--- config.mk ---
export PLATFORM = sky130hd
export DESIGN_NAME = fetch_stage
export DESIGN_NICKNAME = d
export VERILOG_FILES = /design/src/rtl/pipe_pkg.sv /design/src/rtl/fetch_stage_ifid_reg.sv /design/src/rtl/fetch_stage.sv
export SDC_FILE = /design/constraint.sdc
export NUM_CORES = 1
export LEC_CHECK = 0
export CORE_MARGIN = 5
export CORE_UTILIZATION = 54
export CTS_BUF_LIST = sky130_fd_sc_hd__clkbuf_4 sky130_fd_sc_hd__clkbuf_8
export DETAILED_ROUTE_END_ITERATION = 10
export PLACE_DENSITY = 0.82
export SLEW_MARGIN = 5
export SYNTH_ARGS = -nofsm -noshare
export SYNTH_HDL_FRONTEND = slang
export SYNTH_SLANG_ARGS = --single-unit
--- constraint.sdc ---
create_clock -name clock -period 2.23 [get_ports clock]
set_input_delay 0.446 -clock clock [delete_from_list [all_inputs] [get_ports clock]]
set_output_delay 0.446 -clock clock [all_outputs]
set_load 0.005 [all_outputs]
--- src/rtl/pipe_pkg.sv ---
// Shared pipeline definitions: bubble encoding, fetch FSM states, opcodes.
package pipe_pkg;

    // sll $0,$0,0 encodes as all zeros and is the canonical bubble.
    localparam logic [31:0] NOP_INST = 32'h0000_0000;

    typedef enum logic [1:0] {
        ST_FETCH = 2'd0,
        ST_HOLD  = 2'd1,
        ST_DRAIN = 2'd2
    } fetch_state_e;

    // Opcodes consumed by the decode hazard logic.
    localparam logic [5:0] OP_RTYPE = 6'b000000;
    localparam logic [5:0] OP_BEQ   = 6'b000100;
    localparam logic [5:0] OP_SW    = 6'b101011;

endpackage

--- src/rtl/fetch_stage_ifid_reg.sv ---
// IF/ID pipeline register: flush inserts a bubble, load captures, else hold.
module ifid_reg #(
    parameter logic [31:0] NOP_INST = 32'h0000_0000
) (
    input  logic        clock_i,
    input  logic        reset_i,
    input  logic        load_i,
    input  logic        flush_i,
    input  logic [31:0] inst_i,
    input  logic [31:0] pc4_i,
    output logic [31:0] inst_o,
    output logic [31:0] pc4_o,
    output logic        valid_o
);

    logic [31:0] inst_q;
    logic [31:0] pc4_q;
    logic        valid_q;

    // Flush wins over load so a redirect always squashes the slot.
    always_ff @(posedge clock_i) begin
        if (reset_i || flush_i) begin
            inst_q  <= NOP_INST;
            pc4_q   <= 32'h0;
            valid_q <= 1'b0;
        end else if (load_i) begin
            inst_q  <= inst_i;
            pc4_q   <= pc4_i;
            valid_q <= 1'b1;
        end
    end

    assign inst_o  = inst_q;
    assign pc4_o   = pc4_q;
    assign valid_o = valid_q;

endmodule

--- src/rtl/fetch_stage.sv ---
// Instruction fetch: owns the PC, talks req/ack to imem, feeds IF/ID.
module fetch_stage #(
    parameter logic [31:0] RESET_PC = 32'h0000_0000,
    parameter logic [31:0] NOP_INST = 32'h0000_0000
) (
    input  logic        clock,
    input  logic        reset,
    input  logic        id_ready,
    input  logic        redirect,
    input  logic [31:0] redirect_pc,
    output logic        imem_req,
    output logic [31:0] imem_addr,
    input  logic        imem_ack,
    input  logic [31:0] imem_rdata,
    output logic [31:0] ifid_inst,
    output logic [31:0] ifid_pc4,
    output logic        ifid_valid
);
    import pipe_pkg::*;

    fetch_state_e state_q, state_d;
    logic [31:0]  pc_q, pc_d;
    logic [31:0]  buf_q, buf_d;
    logic [31:0]  buf_pc4_q, buf_pc4_d;
    logic [31:0]  drain_q, drain_d;

    logic         ack_v;
    logic [31:0]  pc_plus4;
    logic         ld, fl;
    logic [31:0]  ld_inst, ld_pc4;

    // Request is a pure function of state; it never depends on ack, so a
    // memory that ties ack to req combinationally does not form a loop.
    assign imem_req  = !reset && (state_q != ST_HOLD);
    assign imem_addr = (state_q == ST_DRAIN) ? drain_q : pc_q;
    assign ack_v     = imem_ack && imem_req;
    assign pc_plus4  = pc_q + 32'd4;

    // Next-state, PC, holding buffer and IF/ID control.
    always_comb begin
        state_d   = state_q;
        pc_d      = pc_q;
        buf_d     = buf_q;
        buf_pc4_d = buf_pc4_q;
        drain_d   = drain_q;
        ld        = 1'b0;
        fl        = 1'b0;
        ld_inst   = imem_rdata;
        ld_pc4    = pc_plus4;
        if (redirect) begin
            pc_d      = redirect_pc & ~32'h3;
            fl        = 1'b1;
            buf_d     = 32'h0;
            buf_pc4_d = 32'h0;
            unique case (state_q)
                ST_FETCH: begin
                    // Un-acked request must still be consumed before refetching.
                    if (!ack_v) begin
                        drain_d = pc_q;
                        state_d = ST_DRAIN;
                    end
                end
                ST_HOLD:  state_d = ST_FETCH;
                ST_DRAIN: if (ack_v) state_d = ST_FETCH;
                default:  state_d = ST_FETCH;
            endcase
        end else begin
            unique case (state_q)
                ST_FETCH: begin
                    if (ack_v) begin
                        pc_d = pc_plus4;
                        if (id_ready) begin
                            ld = 1'b1;
                        end else begin
                            buf_d     = imem_rdata;
                            buf_pc4_d = pc_plus4;
                            state_d   = ST_HOLD;
                        end
                    end else if (id_ready) begin
                        fl = 1'b1;
                    end
                end
                ST_HOLD: begin
                    if (id_ready) begin
                        ld      = 1'b1;
                        ld_inst = buf_q;
                        ld_pc4  = buf_pc4_q;
                        state_d = ST_FETCH;
                    end
                end
                ST_DRAIN: begin
                    if (ack_v) state_d = ST_FETCH;
                    if (id_ready) fl = 1'b1;
                end
                default: state_d = ST_FETCH;
            endcase
        end
    end

    // State registers; synchronous reset abandons any in-flight request.
    always_ff @(posedge clock) begin
        if (reset) begin
            state_q   <= ST_FETCH;
            pc_q      <= RESET_PC;
            buf_q     <= 32'h0;
            buf_pc4_q <= 32'h0;
            drain_q   <= 32'h0;
        end else begin
            state_q   <= state_d;
            pc_q      <= pc_d;
            buf_q     <= buf_d;
            buf_pc4_q <= buf_pc4_d;
            drain_q   <= drain_d;
        end
    end

    ifid_reg #(
        .NOP_INST (NOP_INST)
    ) u_ifid (
        .clock_i (clock),
        .reset_i (reset),
        .load_i  (ld),
        .flush_i (fl),
        .inst_i  (ld_inst),
        .pc4_i   (ld_pc4),
        .inst_o  (ifid_inst),
        .pc4_o   (ifid_pc4),
        .valid_o (ifid_valid)
    );

endmodule

==> run metrics <==
final-layout fill cell count 1,215; largest fanout on the critical path 4; Distinct cells, synth 45; Die Wd 136 um; outcome finished with violations; Worst R2R Start pc_q[18]$_SDFFE_PP0P_; largest family of logic cells by synthesized area simple AND/OR/NAND/NOR gates; Post-synth ARST share 0; # rows 46; register area share after synthesis 0.449; clk slew on worst S/H paths 0.09 ns; cell area after synthesis 0.00852 mm^2; Crit. Startpoint state_q[1]$_SDFFE_PP0P_; Post-synth EDFFs 0; drt total wl 24.1 mm; Worst R2R End pc_q[26]$_SDFFE_PP0P_; TritonCTS Buffers 17; Initial Util 0.544; PortBufs 162; Period minus WS final 2.26 ns; Worst slew margin 0.565; syn avg cell area 8.27 um^2; largest net degree at the start of global routing 63; root buf cell clkbuf_8; Slew Limit Fails 0; Reg2Reg Setup Slack 0.09 ns; worst hold start redirect; share of layout cells above drive strength 1 0.140; Static Leak 4.02 nW; Synth Area in XOR/XNOR 0.0463; DRC Markers 0; Critical Path End imem_addr[6]; Worst R2R Path Depth 6; Min-Delay Path Class primary input to register; vias in the first global route 7,625; Yosys reg bits 191; WL/cell 16.9 um; 1st-iter DRT viols 591; Synthesis Warnings 0; Sink Count 191; grt total ovfl 0; first-pass GRT wire length 38.2 mm; number of top-level pins 167; critical path class register to primary output; Setup TNS Final -0.223 ns; clk buf depth 2; fmax 442 MHz; clk_lat worst skew 0.47 ns; Slew @ Worst Pin 0.652 ns; fin crit share 1.01; die area 0.0184 mm^2; post-synthesis mux area share 0.0787; Area Growth Syn to Fin 31.5%; Die Ht 136 um; gr usage total 0.259; RSZ-0062 raised after global routing yes; Worst EP required 1.78 ns; core area 0.0157 mm^2; final setup skew 0.0113 ns; GP Congestion 0.879; post-DP HPWL 16.3 mm; initial antenna violation count 1; final hold vios 0; maxcap violations 0; Final WS setup -0.0328 ns; H-tree depth 4; Final Setup Violations 9; Top FF cell, synth dfxtp_1; CTS tree yes; CP Launch Type register; Setup crit end kind primary output; DRT Pass-1 Iters 5; Synth Area in Compound Gates 0.182; Critical Path AT 1.82 ns; ant diodes 0; failing checks setup timing; vias 7,972; Antenna Nets Post-Route 0; Synth Area in Simple Gates 0.187; total chip power 0.00671 W; cells after synthesis 1,030; Peak VDD IR 473 uV; Total Nets Final 1,267; Synth Area in Adders 0.00147; Via density 5.59; Power Dens Cells 599 mW/mm^2
-- Yosys cell counts (all sizes together) (9+ instances only) --
library cell / n / area, um^2
o21ai: 47 / 235
nand2: 164 / 616
nor4: 9 / 62.6
o22ai: 18 / 113
xnor2: 28 / 245
and3: 17 / 106
nor3: 20 / 100
mux2: 24 / 270
clkbuf: 57 / 215
a211oi: 46 / 345
a21oi: 119 / 596
dfxtp: 191 / 3820
nand3: 21 / 110
o21a: 17 / 128
inv: 19 / 71.3
mux2i: 40 / 400
buf: 37 / 186
nor2: 76 / 285
nand4: 11 / 68.8
xor2: 17 / 149
-- kinds of logic after synthesis --
group	count (synthesis)
other	1
xor gates and xnor gates	45
AOI/OAI and AO/OA	263
buffers and inverters	113
adders and majority gates	1
muxes	64
and+or+nand+nor	352
DFF	191
-- critical path, stage by stage, from the launching register on --
cell and delay, ns:
dfxtp_2 0.34, nor2b_4 0.21, buf_6 0.16, buf_16 0.13, buf_12 0.10, mux2_4 0.29
buf_6 0.12
-- layout make-up --
class,count,area [um^2],area share
Clock inverter,15,150,0.0134
Clock buffer,17,234,0.0209
Multi-Input combinational cell,727,4320,0.386
Inverter,19,71.3,0.00636
Timing Repair Buffer,241,2330,0.208
Sequential cell,191,3830,0.341
Tap cell,216,270,0.0241
-- placed cells by master (no fill, tap or decap), types with 10 or more instances in the layout --
| master | synthesis | final |
|---|---|---|
| clkdlybuf4s50_1 | 0 | 129 |
| o21a_1 | 17 | 17 |
| xnor2_1 | 28 | 28 |
| nor2_1 | 76 | 74 |
| nand2_1 | 164 | 164 |
| a211oi_1 | 46 | 46 |
| mux2i_1 | 40 | 40 |
| inv_1 | 19 | 19 |
| o22ai_1 | 18 | 18 |
| mux2_4 | 0 | 12 |
| buf_4 | 5 | 61 |
| nand3_1 | 20 | 20 |
| nand4_1 | 11 | 11 |
| dfxtp_1 | 191 | 189 |
| o21ai_0 | 46 | 42 |
| and3_1 | 17 | 17 |
| clkbuf_8 | 0 | 17 |
| nor3_1 | 20 | 20 |
| mux2_2 | 24 | 12 |
| buf_12 | 0 | 10 |
| a21oi_1 | 119 | 119 |
| xor2_1 | 17 | 17 |
-- power breakdown --
part	internal, W	leakage (nW)	switching, W	total [W]
sequential	0.00350	1.55	0.0000741	0.00357
combinational	0.000443	2.28	0.000464	0.000906
clock	0.000918	0.188	0.00132	0.00224
-- routing by layer --
layer / GRT usage / vias to the layer above / share of wire
met5: 0 / - / 0
met4: 0.0991 / 0 / 0.025
met3: 0.0509 / 49 / 0.076
met2: 0.422 / 334 / 0.47
met1: 0.340 / 3708 / 0.42
li1: - / 3881 / -
-- state kept, by name, indices dropped and copies added (netlist names) --
name and cells:
buf_pc4_q 32, buf_q 32, drain_q 30, pc_q 30, state_q 2, u_ifid.inst_o 32
u_ifid.pc4_o 32, u_ifid.valid_o 1
-- through the flow --
step / hold slack (ns) / instances / setup slack (ns) / instance area (um^2) / utilization
global placement: 0.438 / 1383 / -0.0193 / 10700 / 0.681
CTS: 0.356 / 1428 / -0.142 / 11200 / 0.716
global route: 0.393 / 1426 / -0.0856 / 11200 / 0.716
detailed placement: 0.446 / 1383 / -0.0605 / 10700 / 0.681
finish: 0.402 / 1426 / -0.0328 / 11200 / 0.716
floorplan: 0.433 / 1031 / 0.176 / 8520 / -
-- worst min path at each step --
stage	to	slack, ns	cells after the start
floorplan	drain_q[10]$_SDFFE_PP0P_	0.43	2
global placement	drain_q[2]$_SDFFE_PP0P_	0.44	2
detailed placement	drain_q[29]$_SDFFE_PP0P_	0.45	2
finish	state_q[0]$_SDFFE_PP0P_	0.40	4
global route	u_ifid.pc4_o[0]$_SDFFE_PP0P_	0.39	4
CTS	state_q[0]$_SDFFE_PP0P_	0.36	4
-- timing repair --
action	in CTS	in global routing
setup endpoints to repair	31	23
hold buffers	0	0
pin swaps	1	0
gates resized for setup	86	31
buffers inserted	10	0
cloned	3	0
Power figures use the tool's default switching activity.
